$ cat src/rtl/matrix8x_frame_capture_pkg.sv
// Shared constants and types for the LED-matrix frame capture block.
package matrix_pkg;

  localparam int MATRIX_COLS = 8;
  localparam int MATRIX_ROWS = 8;
  localparam int COL_W       = 3;

  localparam logic [MATRIX_ROWS-1:0] BLANK_SEG = 8'hFF;

  typedef logic [COL_W-1:0]       col_t;
  typedef logic [MATRIX_ROWS-1:0] row_t;

  typedef enum logic {
    HUNT    = 1'b0,
    COLLECT = 1'b1
  } cap_state_e;

endpackage

$ cat src/rtl/matrix8x_frame_capture_scan_settle_filter.sv
// Registers the scanner buses, waits for a stable column select before
// issuing one capture strobe per dwell, and flags a stalled scan.
module scan_settle_filter
  import matrix_pkg::*;
#(
  parameter int SETTLE  = 4,
  parameter int TIMEOUT = 65536
) (
  input  logic       clk,
  input  logic       reset,
  input  logic [7:0] segin,
  input  logic [2:0] scanin,
  output logic       cap_strobe,
  output logic [2:0] cap_col,
  output logic [7:0] cap_data,
  output logic       scan_stalled
);

  localparam int STAB_W = $clog2(SETTLE + 1);
  localparam int IDLE_W = $clog2(TIMEOUT + 1);

  localparam logic [STAB_W-1:0] STAB_MAX  = STAB_W'(SETTLE);
  localparam logic [STAB_W-1:0] STAB_FIRE = STAB_W'(SETTLE - 1);
  localparam logic [IDLE_W-1:0] IDLE_MAX  = IDLE_W'(TIMEOUT);

  row_t              seg_q, seg_d;
  col_t              scan_q, scan_d;
  logic [STAB_W-1:0] stab_cnt_q, stab_cnt_d;
  logic [IDLE_W-1:0] idle_cnt_q, idle_cnt_d;
  logic              scan_chg;

  always_comb begin
    seg_d      = segin;
    scan_d     = scanin;
    scan_chg   = (scanin != scan_q);
    stab_cnt_d = stab_cnt_q;
    idle_cnt_d = idle_cnt_q;
    // Both counters restart on the edge that loads a new column into scan_q.
    if (scan_chg) begin
      stab_cnt_d = '0;
      idle_cnt_d = '0;
    end else begin
      if (stab_cnt_q != STAB_MAX) stab_cnt_d = stab_cnt_q + 1'b1;
      if (idle_cnt_q != IDLE_MAX) idle_cnt_d = idle_cnt_q + 1'b1;
    end
  end

  always_ff @(posedge clk or posedge reset) begin
    if (reset) begin
      seg_q      <= BLANK_SEG;
      scan_q     <= '0;
      stab_cnt_q <= '0;
      idle_cnt_q <= '0;
    end else begin
      seg_q      <= seg_d;
      scan_q     <= scan_d;
      stab_cnt_q <= stab_cnt_d;
      idle_cnt_q <= idle_cnt_d;
    end
  end

  // The count passes SETTLE-1 exactly once per dwell, so this is a single pulse.
  assign cap_strobe   = (stab_cnt_q == STAB_FIRE);
  assign cap_col      = scan_q;
  assign cap_data     = ~seg_q;
  assign scan_stalled = (idle_cnt_q == IDLE_MAX);

endmodule

$ cat src/rtl/matrix8x_frame_capture.sv
// Rebuilds the scanned 8x8 frame, commits complete in-order frames and
// reports changes, sequence errors and stalled scanning.
module matrix8x_frame_capture
  import matrix_pkg::*;
#(
  parameter int SETTLE  = 4,
  parameter int TIMEOUT = 65536
) (
  input  logic        clk,
  input  logic        reset,
  input  logic [7:0]  segin,
  input  logic [2:0]  scanin,
  output logic [63:0] frame_out,
  output logic        frame_valid,
  output logic        frame_changed,
  output logic [7:0]  frame_count,
  output logic        seq_error,
  output logic        scan_stalled
);

  localparam col_t COL_FIRST = '0;
  localparam col_t COL_LAST  = col_t'(MATRIX_COLS - 1);

  typedef logic [MATRIX_COLS-1:0][MATRIX_ROWS-1:0] frame_t;

  logic cap_strobe;
  col_t cap_col;
  row_t cap_data;
  logic stalled;

  cap_state_e state_q, state_d;
  col_t       expect_q, expect_d;
  frame_t     shadow_q, shadow_d;
  frame_t     frame_q, frame_d;
  logic       commit_q, commit_d;
  logic       valid_q, valid_d;
  logic       changed_q, changed_d;
  logic [7:0] count_q, count_d;

  scan_settle_filter #(
    .SETTLE  (SETTLE),
    .TIMEOUT (TIMEOUT)
  ) u_filter (
    .clk          (clk),
    .reset        (reset),
    .segin        (segin),
    .scanin       (scanin),
    .cap_strobe   (cap_strobe),
    .cap_col      (cap_col),
    .cap_data     (cap_data),
    .scan_stalled (stalled)
  );

  always_comb begin
    state_d   = state_q;
    expect_d  = expect_q;
    shadow_d  = shadow_q;
    frame_d   = frame_q;
    commit_d  = 1'b0;
    valid_d   = 1'b0;
    changed_d = 1'b0;
    count_d   = count_q;
    seq_error = 1'b0;

    if (commit_q) begin
      frame_d   = shadow_q;
      valid_d   = 1'b1;
      changed_d = (shadow_q != frame_q);
      count_d   = count_q + 8'd1;
    end

    // A stall outranks any capture landing in the same cycle.
    if (stalled) begin
      state_d = HUNT;
    end else if (cap_strobe) begin
      unique case (state_q)
        HUNT: begin
          if (cap_col == COL_FIRST) begin
            shadow_d[COL_FIRST] = cap_data;
            expect_d            = col_t'(1);
            state_d             = COLLECT;
          end
        end
        COLLECT: begin
          if (cap_col == expect_q) begin
            shadow_d[cap_col] = cap_data;
            expect_d          = expect_q + 1'b1;
            commit_d          = (cap_col == COL_LAST);
          end else begin
            seq_error = 1'b1;
            if (cap_col == COL_FIRST) begin
              shadow_d[COL_FIRST] = cap_data;
              expect_d            = col_t'(1);
            end else begin
              state_d = HUNT;
            end
          end
        end
        default: state_d = HUNT;
      endcase
    end
  end

  always_ff @(posedge clk or posedge reset) begin
    if (reset) begin
      state_q   <= HUNT;
      expect_q  <= '0;
      shadow_q  <= '0;
      frame_q   <= '0;
      commit_q  <= 1'b0;
      valid_q   <= 1'b0;
      changed_q <= 1'b0;
      count_q   <= '0;
    end else begin
      state_q   <= state_d;
      expect_q  <= expect_d;
      shadow_q  <= shadow_d;
      frame_q   <= frame_d;
      commit_q  <= commit_d;
      valid_q   <= valid_d;
      changed_q <= changed_d;
      count_q   <= count_d;
    end
  end

  assign frame_out     = frame_q;
  assign frame_valid   = valid_q;
  assign frame_changed = changed_q;
  assign frame_count   = count_q;
  assign scan_stalled  = stalled;

endmodule

$ cat config.mk
export PLATFORM = sky130hd
export DESIGN_NAME = matrix8x_frame_capture
export DESIGN_NICKNAME = d
export VERILOG_FILES = /design/src/rtl/matrix8x_frame_capture_pkg.sv /design/src/rtl/matrix8x_frame_capture_scan_settle_filter.sv /design/src/rtl/matrix8x_frame_capture.sv
export SDC_FILE = /design/constraint.sdc
export NUM_CORES = 1
export LEC_CHECK = 0
export BUFFER_PORTS_ARGS = -buffer_cell sky130_fd_sc_hd__buf_4
export CORE_MARGIN = 4
export CORE_UTILIZATION = 47
export DETAILED_ROUTE_END_ITERATION = 10
export GPL_TIMING_DRIVEN = 0
export PLACE_DENSITY = 0.72
export SETUP_SLACK_MARGIN = 0.3
export SYNTH_ARGS = -nofsm -noshare
export SYNTH_HDL_FRONTEND = slang
export SYNTH_SLANG_ARGS = --single-unit
export TNS_END_PERCENT = 10
$ cat constraint.sdc
create_clock -name clk -period 8.9 [get_ports clk]
set_clock_uncertainty 0.1 [all_clocks]
set_input_delay 1.335 -clock clk [delete_from_list [all_inputs] [get_ports clk]]
set_output_delay 1.335 -clock clk [all_outputs]
set_load 0.01 [all_outputs]
After elaboration in Yosys (flattened, before gate mapping)
Cells that the tools add are included.
{"block": "classes", "magnitude_cmp": 2, "n_mux": 28, "n_addsub": 4, "eq_ne": 8, "n_reduce_logical": 7, "bitwise_logic": 3}
{"operator": "64-bit bitwise mux", "n": 1}
{"operator": "64-bit inequality test", "n": 1}
{"operator": "17-bit two-way mux", "n": 2}
{"operator": "8-bit demux with 3-bit select", "n": 1}
{"operator": "8-bit two-way mux", "n": 3}
{"operator": "17-bit by 1-bit adder with 17-bit output, second input constant", "n": 1}
{"operator": "17-bit == test, second input constant", "n": 1}
{"operator": "17-bit inequality test, second input constant", "n": 1}
{"operator": "8-bit one-hot mux with 2 select lines", "n": 1}
{"operator": "1-bit two-way mux", "n": 14}
{"operator": "3-bit two-way mux", "n": 4}
{"operator": "8-bit by 1-bit adder with 8-bit output, second input constant", "n": 1}
{"operator": "8-bit NOT", "n": 1}
{"operator": "3-bit by 1-bit adder with 3-bit output, second input constant", "n": 2}
{"operator": "3-bit one-hot mux with 2 select lines", "n": 1}
{"operator": "2-bit nonzero test", "n": 3}
{"operator": "3-bit by 4-bit less-than comparator with 1-bit output, second input constant", "n": 1}
{"operator": "4-bit AND reduction", "n": 1}
{"operator": "3-bit by 2-bit == test with 1-bit output, second input constant", "n": 1}
{"operator": "3-bit == test", "n": 1}
{"operator": "3-bit == test, second input constant", "n": 1}
{"operator": "3-bit by 1-bit >= comparator with 1-bit output, second input constant", "n": 1}
{"operator": "3-bit logical NOT", "n": 1}
{"operator": "3-bit inequality test", "n": 1}
{"operator": "other kinds (5)", "n": 6}
{"block": "totals", "inputBits": 13, "regBits": 174, "out_inout_bits": 76}

Logic depth before layout (Yosys ltp)
Gate-level depths: netlist of the first run.
{"block": "logic_depth", "ltp_word": 7, "ltp_mapped": 9, "depth_no_buf": 8}

Hierarchy
From an unflattened synthesis of the first run, not the netlist that was laid out.
{"block": "hier_totals", "cells_unflattened": 558, "area_unflattened_um2": 7671.1}
{"mod": "matrix8x_frame_capture", "seq_area_each_um2": 3578.4, "area_per_inst_um2": 6264.8, "cells_per_inst": 423, "instances": 1}
{"mod": "scan_settle_filter", "seq_area_each_um2": 785.8, "area_per_inst_um2": 1406.3, "cells_per_inst": 135, "instances": 1}

Least setup slack after synthesis of the first run
No wires, ideal clock.
{"block": "synth_timing", "kind": "reg-to-output", "start": "register u_filter.idle_cnt_q[0]", "end": "output port seq_error", "arrival_time_ns": 1.387, "setup_slack_ns": 6.078, "t_required_ns": 7.465, "path_buffers": 1, "path_stages_with_launch": 8, "cell_sequence": "dfrtp_1 -> inv_1 -> ha_1 -> nor4b_1 -> nand4_1 -> buf_2 -> nand2_1 -> nor2_1"}
{"block": "synth_via", "elab_chain_len": 2}
{"element": "start: declaration", "line_no": "matrix8x_frame_capture_scan_settle_filter.sv:29", "rtl": "logic [IDLE_W-1:0] idle_cnt_q, idle_cnt_d;"}
{"element": "start signal: assignment", "line_no": "matrix8x_frame_capture_scan_settle_filter.sv:58", "rtl": "idle_cnt_q <= idle_cnt_d;"}
{"element": "17-bit == test", "line_no": "matrix8x_frame_capture_scan_settle_filter.sv:66", "rtl": "assign scan_stalled = (idle_cnt_q == IDLE_MAX);"}
{"element": "1-bit two-way mux", "line_no": "matrix8x_frame_capture.sv:73", "rtl": "if (stalled) begin"}
{"element": "end: declaration", "line_no": "matrix8x_frame_capture.sv:17", "rtl": "output logic seq_error,"}
No other way between the ends.

Worst setup path after layout of the first run
Same ends and word-level chain as after synthesis.

==> results of run 1 <==
==> stage by stage <==
step	std cells	hold WS [ns]
2_1_floorplan	615	0.252
3_3_place_gp	919	0.279
3_5_place_dp	920	0.260
4_1_cts	951	0.275
5_1_grt	951	0.289
6_report	951	0.274
==> critical path, delay by kind of cell (launching register included) <==
kind,cells,cell delay (ns)
fa+ha+maj,1,0.15
flops,1,0.42
buf+inv,3,0.52
simple gates,4,0.71
==> worst max-delay path by stage <==
stage                                       start                  endpoint  slack, ns  cells after the start
3_3_place_gp                                reset  shadow_q[20]$_DFFE_PP0P_       1.08                      2
6_report       u_filter.idle_cnt_q[0]$_DFFE_PP0P_                 seq_error       5.24                      8
3_5_place_dp   u_filter.idle_cnt_q[0]$_DFFE_PP0P_                 seq_error       5.72                      8
2_1_floorplan                               reset        commit_q$_DFF_PP0_       2.76                      1
4_1_cts        u_filter.idle_cnt_q[0]$_DFFE_PP0P_                 seq_error       5.24                      8
5_1_grt        u_filter.idle_cnt_q[0]$_DFFE_PP0P_                 seq_error       5.09                      8
==> power by group through the flow <==
stage | sequential [uW] | clock (uW) | combinational (uW)
2_1_floorplan | 817 | 0 | 25.4
3_3_place_gp | 823 | 0 | 35.6
3_5_place_dp | 823 | 0 | 39.3
4_1_cts | 808 | 799 | 39.6
5_1_grt | 809 | 831 | 44.4
6_report | 808 | 784 | 38.0
==> state kept, by name, summed over array words and instances (netlist names) <==
signal and flops:
commit_q 1, expect_q 3, frame_changed 1, frame_count 8, frame_out 64, frame_valid 1
shadow_q 64, state_q 1, u_filter.cap_col 3, u_filter.idle_cnt_q 17, u_filter.seg_q 8, u_filter.stab_cnt_q 3
==> metal layers <==
layer,track usage,part of all wire,vias up
met5,0,0,-
met3,0.0427,0.047,18
met1,0.265,0.43,2540
li1,-,-,2309
met2,0.334,0.51,90
met4,0.0610,0.016,0
==> cells by family (layout without fill, tap and decap cells) <==
| kind of cell | count (synthesis) | after routing |
|---|---|---|
| xor gates and xnor gates | 93 | 93 |
| DFF | 174 | 174 |
| AOI/OAI and AO/OA | 50 | 50 |
| muxes | 90 | 90 |
| and+or+nand+nor | 146 | 146 |
| adders and majority gates | 7 | 7 |
| buffers and inverters | 55 | 175 |
==> cell usage in the layout (no fill, tap or decap), types with 4 or more instances in the layout <==
master / n
dfrtp_1: 166
xnor2_1: 47
dfstp_2: 8
inv_1: 32
nor2_1: 44
nand4_1: 19
nand4_2: 5
nor4_1: 12
nand2_1: 33
xor2_1: 44
nor3_1: 4
clkbuf_16: 17
nand3_1: 10
o21ai_0: 21
buf_6: 5
clkbuf_1: 13
mux2i_1: 25
buf_4: 89
a21oi_2: 7
a21oi_1: 18
mux2_2: 65
bufinv_16: 4
ha_1: 7
==> cell type report <==
class | instances | share of cell area
buffer | 21 | 0.0183
timing repair buffer | 89 | 0.0746
multi-input combinational | 386 | 0.323
clock buffer | 22 | 0.0503
inverter | 34 | 0.0146
clock inverter | 9 | 0.0174
tap | 216 | 0.0293
sequential | 174 | 0.473
==> impl_metrics.tcl, run 1 <==
set metrics [dict create \
    status "completed" \
    synth_top_area_share 0.544 \
    yosys-top-cells-area "dfrtp_1, mux2_2, xnor2_1" \
    yosysWarningCount 0 \
    worstMarginPinSlew_ns 0.817 \
    placed_area_mm2 0.00860 \
    intPower_uw 1300 \
    slowest_stage "dfrtp_1" \
    cts_hold_buf 0 \
    place_ws_ns 5.72 \
    rows 46 \
    ys_seq_area_frac 0.571 \
    postCtsSetupBuffers 0 \
    regArea_mm2 0.00436 \
    synthSimpleGateAreaFrac 0.103 \
    die_h_um 135 \
    yosys.area_share.xor_xnor 0.109 \
    fin_tns_setup_ns 0 \
    place.gp.congestion 0.785 \
    hp-class "reg -> reg" \
    ys_types 41 \
    path_clk_slew_ns 0.06 \
    start_kind "register" \
    worst_path_largest_cell_delay_ns 0.42 \
    clock_sinks 174 \
    reg2reg_from "u_filter.idle_cnt_q[0]$_DFFE_PP0P_" \
    grt_pass1_vias 5388 \
    cts.htree.levels 4 \
    wl_mm 17.3 \
    worstRegToRegCells 7 \
    final_area_mm2 0.00923 \
    start_util 0.481 \
    dp_hpwl_mm 12.4 \
    slew_headroom 0.455 \
    holdPathStages 0 \
    period_share 0.411 \
    area.growth.synth_to_final_pct 20.8 \
    antenna_found_initial 0 \
    insertion_delay_ns 0.42 \
    rsz0062_at_grt "false" \
    finalPower_uw 1630 \
    yosys.area.top_type "dfrtp_1" \
    syn_nets 635 \
    grtUsageTotal 0.200 \
    cts_tree "yes" \
    antennaDiodeCount 0 \
    critPathArrivalTime_ns 2.23 \
    setup_ws_ns 5.24 \
    hold_end "frame_valid$_DFF_PP0_" \
    hold_violations 0 \
    synth_area_mm2 0.00764 \
    cts_buffer_depth 2 \
    drive_gt1_frac 0.306 \
    hp-start "commit_q$_DFF_PP0_" \
    nFillCells 1344 \
    p_leak_uw 0.00472 \
    critical_path.max_fanout 10 \
    multi_input_area_mm2 0.00298 \
    synth_top_family_by_area "multiplexers" \
    synth_common_cells "dfrtp_1, mux2_2, xnor2_1" \
    vias_per_cell 5.21 \
    pwr-share-clk 0.481 \
    vdd_drop_max_mv 0.131 \
    dieWidth_um 135 \
    slew_violations 0 \
    first_pass_iters 4 \
    ant_nets 0 \
    grt_pass1_wl_mm 28.3 \
    synthFlopType "dfrtp_1" \
    core-area_mm2 0.0159 \
    period_needed_ns 3.66 \
    critPathRequiredTime_ns 7.47 \
    synth-compound-area-share 0.0380 \
    overflow 0 \
    crit_chain "inv_1 -> ha_1 -> nor4b_1 -> nand4_1 -> buf_2 -> nand2_1 -> nor2_1 -> buf_4" \
    maxCapViolations 0 \
    dieArea_mm2 0.0184 \
    r2r_end "shadow_q[31]$_DFFE_PP0P_" \
    cts_made_buffers 17 \
    grt_max_degree 119 \
    fin_util 0.581 \
    avgSynthCellArea_um2 12.4 \
    synth-edff-count 0 \
    r2r_slack_ns 6.61 \
    final_nets 743 \
    yosysMostFrequentCell "dfrtp_1" \
    seqPwrFrac 0.496 \
    port_buffers 88 \
    setup_viol 0 \
    fmax_ghz 0.273 \
    worstSetupPathType "reg -> out" \
    pwr-share-comb 0.023 \
    end_kind "output port" \
    switching_power_uw 335 \
    cellPowerDensity_mw_per_mm2 177 \
    synth_cells 615 \
    drt-initial-drc-count 244 \
    wl_per_cell_um 18.2 \
    switching_share 0.206 \
    root_buffer "clkbuf_16" \
    vias 4957 \
    io_pins 89 \
    synthMuxAreaShare 0.129 \
    drcViolationCount 0 \
    synthArstFlopShare 1.00 \
    synthAdderAreaFrac 0.0115 \
    ys_ff_latch 174 \
    ctsResizeCount 0 \
]
No activity file was read; power rests on OpenSTA's default activity.
==> run 2: changes to the inputs <==
PLACE_DENSITY = 0.75   (was 0.72)
clock period = 3 ns   (was 8.9 ns; I/O delays follow)
==> run 2 against run 1 <==
  * Largest cell class unchanged
  * Cell count grew 0.95%
  * Sequential cell count did not move
  * Critical path type unchanged
  * Largest power group unchanged
  * Highest routed layer unchanged
  * Clock-buffer cell count shrank 3
==> impl_metrics.tcl, run 2 (synthesized netlist as in run 1, its figures left out) <==
set metrics [dict create \
    p_leak_uw 0.00472 \
    worstSetupPathType "reg -> out" \
    slew_headroom 0.469 \
    place_ws_ns 0.665 \
    fin_tns_setup_ns 0 \
    antennaDiodeCount 0 \
    crit_chain "inv_1 -> ha_1 -> nor4b_2 -> nand4_1 -> buf_6 -> nand2_1 -> nor2_1 -> buf_4" \
    grt_max_degree 46 \
    first_pass_iters 4 \
    worstRegToRegCells 10 \
    switching_share 0.224 \
    critical_path.max_fanout 6 \
    hold_violations 0 \
    seqPwrFrac 0.518 \
    clock_sinks 174 \
    dieArea_mm2 0.0184 \
    port_buffers 88 \
    drcViolationCount 0 \
    slowest_stage "dfrtp_1" \
    rows 46 \
    path_delay_family "simple AND/OR/NAND/NOR gates" \
    cts_made_buffers 17 \
    holdPathStages 1 \
    intPower_uw 3590 \
    maxCapViolations 0 \
    cts_hold_buf 0 \
    hp-class "in -> reg" \
    grt_pass1_vias 5228 \
    core-area_mm2 0.0159 \
    setup_ws_ns 0.434 \
    ant_nets 0 \
    period_share 0.855 \
    status "completed" \
    critPathArrivalTime_ns 2.02 \
    worst_path_largest_cell_delay_ns 0.43 \
    rsz0062_at_grt "true" \
    start_kind "register" \
    cp_num_buf_inv 3 \
    fmax_ghz 0.390 \
    wl_mm 17.8 \
    antenna_found_initial 0 \
    grtUsageTotal 0.201 \
    drive_gt1_frac 0.320 \
    die_h_um 135 \
    vias 5015 \
    vias_per_cell 5.22 \
    critPathRequiredTime_ns 2.45 \
    cts_buffer_depth 2 \
    cts_tree "yes" \
    final_common_cell "dfrtp_1" \
    grt_pass1_wl_mm 27.9 \
    drt-initial-drc-count 354 \
    switching_power_uw 1040 \
    r2r_end "shadow_q[32]$_DFFE_PP0P_" \
    slew_violations 0 \
    insertion_delay_ns 0.43 \
    hold_end "u_filter.seg_q[6]$_DFF_PP1_" \
    final_nets 751 \
    r2r_slack_ns 0.61 \
    hp-start "segin[6]" \
    vdd_drop_max_mv 0.426 \
    overflow 0 \
    wl_per_cell_um 18.6 \
    root_buffer "clkbuf_16" \
    place.gp.congestion 0.822 \
    end_kind "output port" \
    cts.htree.levels 4 \
    worstMarginPinSlew_ns 0.796 \
    nFillCells 1332 \
    reg2reg_from "u_filter.idle_cnt_q[0]$_DFFE_PP0P_" \
    cellPowerDensity_mw_per_mm2 499 \
    dp_hpwl_mm 12.5 \
    dieWidth_um 135 \
    io_pins 89 \
    area.growth.synth_to_final_pct 21.4 \
    crit_cells 8 \
    period_needed_ns 2.57 \
    pwr-share-comb 0.027 \
    path_clk_slew_ns 0.06 \
    setup_viol 0 \
    pwr-share-clk 0.455 \
    start_util 0.481 \
    layout_common_cells "dfrtp_1, buf_4, mux2_2" \
]
[run 2: what timing repair did]
item | in CTS | in global routing
pin swaps | 1 | 0
buffers inserted | 1 | 4
gates resized for setup | 1 | 3
endpoints found under the setup margin | 1 | 2
[run 2: metrics by stage]
| step | std cells | cell area [um2] | power [uW] | hold slack, ns | util |
|---|---|---|---|---|---|
| finish | 960 | 9270 | 4630 | 0.0201 | 0.584 |
| global route | 960 | 9270 | 4770 | 0.00152 | 0.584 |
| CTS | 956 | 9230 | 4660 | 0.00867 | 0.581 |
| detailed placement | 923 | 8650 | 2570 | 0.273 | 0.545 |
| global placement | 919 | 8570 | 2550 | 0.269 | 0.540 |
| floorplan | 615 | 7640 | 2500 | 0.252 | - |
[run 2: worst max path at each step]
| stage | from | endpoint | slack [ns] |
|---|---|---|---|
| 2_1_floorplan | reset | commit_q$_DFF_PP0_ | 0.23 |
| 3_3_place_gp | reset | frame_out[22]$_DFFE_PP0P_ | -0.70 |
| 3_5_place_dp | u_filter.idle_cnt_q[0]$_DFFE_PP0P_ | seq_error | 0.67 |
| 4_1_cts | u_filter.idle_cnt_q[0]$_DFFE_PP0P_ | seq_error | 0.32 |
| 5_1_grt | u_filter.idle_cnt_q[0]$_DFFE_PP0P_ | seq_error | 0.28 |
| 6_report | u_filter.idle_cnt_q[0]$_DFFE_PP0P_ | seq_error | 0.43 |
[run 2: per-layer routing]
layer,up-vias,global-route usage,wire [um],share of wire
li1,2332,-,-,-
met1,2517,0.245,7400,0.42
met2,135,0.336,8890,0.50
met3,31,0.0617,1130,0.063
met4,0,0.0761,384,0.022
met5,-,0,0,0
[run 2: power by group through the flow]
stage | logic [uW] | clock network [uW] | registers [uW]
finish | 124 | 2110 | 2400
global placement | 106 | 0 | 2440
floorplan | 75.9 | 0 | 2430
detailed placement | 126 | 0 | 2440
CTS | 127 | 2140 | 2400
global route | 140 | 2230 | 2400
[run 2: area by class of cell]
class / count / area, um2 / share of cell area
clock buffer: 19 / 453 / 0.0488
tap: 216 / 270 / 0.0291
buffer: 21 / 175 / 0.0189
sequential: 174 / 4360 / 0.471
multi-input combinational: 386 / 2980 / 0.322
timing repair buffer: 97 / 778 / 0.0839
inverter: 34 / 134 / 0.0144
clock inverter: 13 / 115 / 0.0124
[run 2: worst reg2reg max path, delay by kind of cell (launching register included)]
kind / cells / cell delay [ns]
DFF: 1 / 0.43
adders and majority gates: 1 / 0.20
and+or+nand+nor: 4 / 0.91
AOI/OAI and AO/OA: 1 / 0.12
buffers and inverters: 4 / 0.56
==> run 3: changes to the inputs <==
ABC_AREA = 1   (was not set)
==> run 3 against run 2 <==
  * Sequential share of layout area fell by 2.5 points
  * Worst hold slack got worse by 0.0028 ns
  * Cell count rose by 40%
  * Highest routed layer unchanged
  * Largest power group unchanged
==> impl_metrics.tcl, run 3 <==
set metrics [dict create \
    antenna_found_initial 0 \
    drcViolationCount 0 \
    final_common_cell "nand2_1" \
    ys_types 31 \
    dp_hpwl_mm 14.8 \
    setup_viol 0 \
    worstMarginPinSlew_ns 0.900 \
    insertion_delay_ns 0.43 \
    yosys.area_share.xor_xnor 0.0587 \
    placed_area_mm2 0.00920 \
    switching_power_uw 1180 \
    final_nets 1134 \
    dieArea_mm2 0.0196 \
    yosys-top-cells-area "dfrtp_1, nand2_1, inv_1" \
    path_clk_slew_ns 0.08 \
    hp-class "in -> async" \
    critical_path.max_fanout 9 \
    synth_cells 1003 \
    cts_made_buffers 17 \
    ys_seq_area_frac 0.534 \
    dieWidth_um 140 \
    setup_ws_ns 0.503 \
    synth_area_mm2 0.00818 \
    status "completed" \
    period_share 0.832 \
    switching_share 0.247 \
    place_ws_ns 0.537 \
    wl_mm 21.0 \
    worstRegToRegCells 6 \
    cts.htree.levels 4 \
    nFillCells 1485 \
    yosys.area.top_type "dfrtp_1" \
    cellPowerDensity_mw_per_mm2 487 \
    grt_pass1_wl_mm 34.6 \
    end_kind "register" \
    period_needed_ns 2.50 \
    vias 6856 \
    drive_gt1_frac 0.143 \
    synthAdderAreaFrac 0.0107 \
    layout.cells.non_filler 1347 \
    syn_nets 1023 \
    reg2reg_from "u_filter.cap_col[1]$_DFF_PP0_" \
    io_pins 89 \
    worstSetupPathType "reg -> reg" \
    dp.cells 1315 \
    grtUsageTotal 0.221 \
    synth-edff-count 0 \
    clock_sinks 174 \
    yosysWarningCount 0 \
    hold_violations 0 \
    start_util 0.486 \
    cts_tree "yes" \
    drt-initial-drc-count 564 \
    maxCapViolations 0 \
    r2r_slack_ns 0.50 \
    rows 47 \
    layout_common_cells "nand2_1, dfrtp_1, inv_1" \
    pwr-share-clk 0.470 \
    finalPower_uw 4780 \
    r2r_end "shadow_q[62]$_DFFE_PP0P_" \
    die_h_um 140 \
    vias_per_cell 5.09 \
    slew_headroom 0.398 \
    synthSimpleGateAreaFrac 0.285 \
    fmax_ghz 0.401 \
    fin_hold_ws_ns 0.0173 \
    port_buffers 88 \
    synth_top_family_by_area "simple AND/OR/NAND/NOR gates" \
    root_buffer "clkbuf_16" \
    synth_common_cells "nand2_1, dfrtp_1, inv_1" \
    vdd_drop_max_mv 0.382 \
    synthFlopType "dfrtp_1" \
    area.growth.synth_to_final_pct 19.9 \
    antennaDiodeCount 0 \
    ant_nets 0 \
    place.gp.congestion 0.799 \
    grt_pass1_vias 6791 \
    cts_hold_buf 0 \
    avgSynthCellArea_um2 8.15 \
    rsz0062_at_grt "false" \
    cts_buffer_depth 2 \
    overflow 0 \
    pwr-share-comb 0.035 \
    ys_ff_latch 174 \
    synthArstFlopShare 1.00 \
    grt_max_degree 43 \
    seqPwrFrac 0.495 \
    postCtsSetupBuffers 0 \
    core-area_mm2 0.0168 \
    critPathArrivalTime_ns 2.72 \
    start_kind "register" \
    synth-compound-area-share 0.0422 \
    intPower_uw 3600 \
    synthMuxAreaShare 0 \
    first_pass_iters 5 \
    wl_per_cell_um 15.6 \
    synth_top_area_share 0.508 \
    yosysMostFrequentCell "nand2_1" \
    final_area_mm2 0.00980 \
    critPathRequiredTime_ns 3.22 \
    p_leak_uw 0.00524 \
    slew_violations 0 \
]
run 3: layout make-up:
| type | instances | area, um2 | share of cell area |
|---|---|---|---|
| buffer | 26 | 151 | 0.0154 |
| clock buffer | 17 | 425 | 0.0434 |
| clock inverter | 15 | 174 | 0.0177 |
| inverter | 112 | 424 | 0.0433 |
| multi-input combinational | 691 | 3250 | 0.331 |
| sequential | 174 | 4360 | 0.445 |
| tap | 220 | 275 | 0.0281 |
| timing repair buffer | 92 | 741 | 0.0756 |
run 3: what timing repair did:
| action | CTS | global route |
|---|---|---|
| setup endpoints to repair | 0 | 1 |
| resized for setup | 0 | 1 |
| endpoints found under the hold margin | 0 | 0 |
run 3: worst max-delay path by stage:
stage	start	to	slack [ns]	depth (start not counted)
final	u_filter.cap_col[1]$_DFF_PP0_	shadow_q[62]$_DFFE_PP0P_	0.50	6
after global routing	u_filter.idle_cnt_q[0]$_DFFE_PP0P_	scan_stalled	0.34	7
after CTS	u_filter.idle_cnt_q[0]$_DFFE_PP0P_	seq_error	0.43	8
after detailed placement	u_filter.cap_col[1]$_DFF_PP0_	shadow_q[62]$_DFFE_PP0P_	0.54	6
after global placement	reset	frame_out[45]$_DFFE_PP0P_	-0.90	2
after floorplan	reset	commit_q$_DFF_PP0_	0.23	1
run 3: cells by family after synthesis:
| group | count (synthesis) |
|---|---|
| xor gates and xnor gates | 51 |
| and+or+nand+nor | 565 |
| AOI/OAI and AO/OA | 68 |
| DFF | 174 |
| buffers and inverters | 138 |
| adders and majority gates | 7 |
run 3: through the flow:
stage	TNS, ns	util
2_1_floorplan	0	-
3_3_place_gp	-148.68	0.542
4_1_cts	0	0.583
6_report	0	0.583
5_1_grt	0	0.583
3_5_place_dp	0	0.547
run 3: per-layer routing:
metal | share of wire | wire [um] | GRT usage | up-vias
met2 | 0.47 | 9950 | 0.357 | 233
met3 | 0.075 | 1570 | 0.0549 | 37
met5 | 0 | 0 | 0 | -
met4 | 0.023 | 473 | 0.0643 | 0
met1 | 0.43 | 9010 | 0.297 | 3260
li1 | - | - | - | 3326
run 3: worst max-delay path, stage by stage, from the launching register on:
cell and delay [ns]:
dfrtp_1 0.33, buf_4 0.19, nand2_1 0.09, nor2_1 0.69, nand4_1 0.68, nand2_1 0.22
nand2_1 0.08
run 3: power groups by stage:
stage               Clock [uW]  Combinational (uW)  Sequential [uW]
floorplan                    0                98.5             2410
global placement             0                 153             2410
detailed placement           0                 169             2410
CTS                       2270                 169             2370
global route              2370                 186             2370
finish                    2250                 166             2370
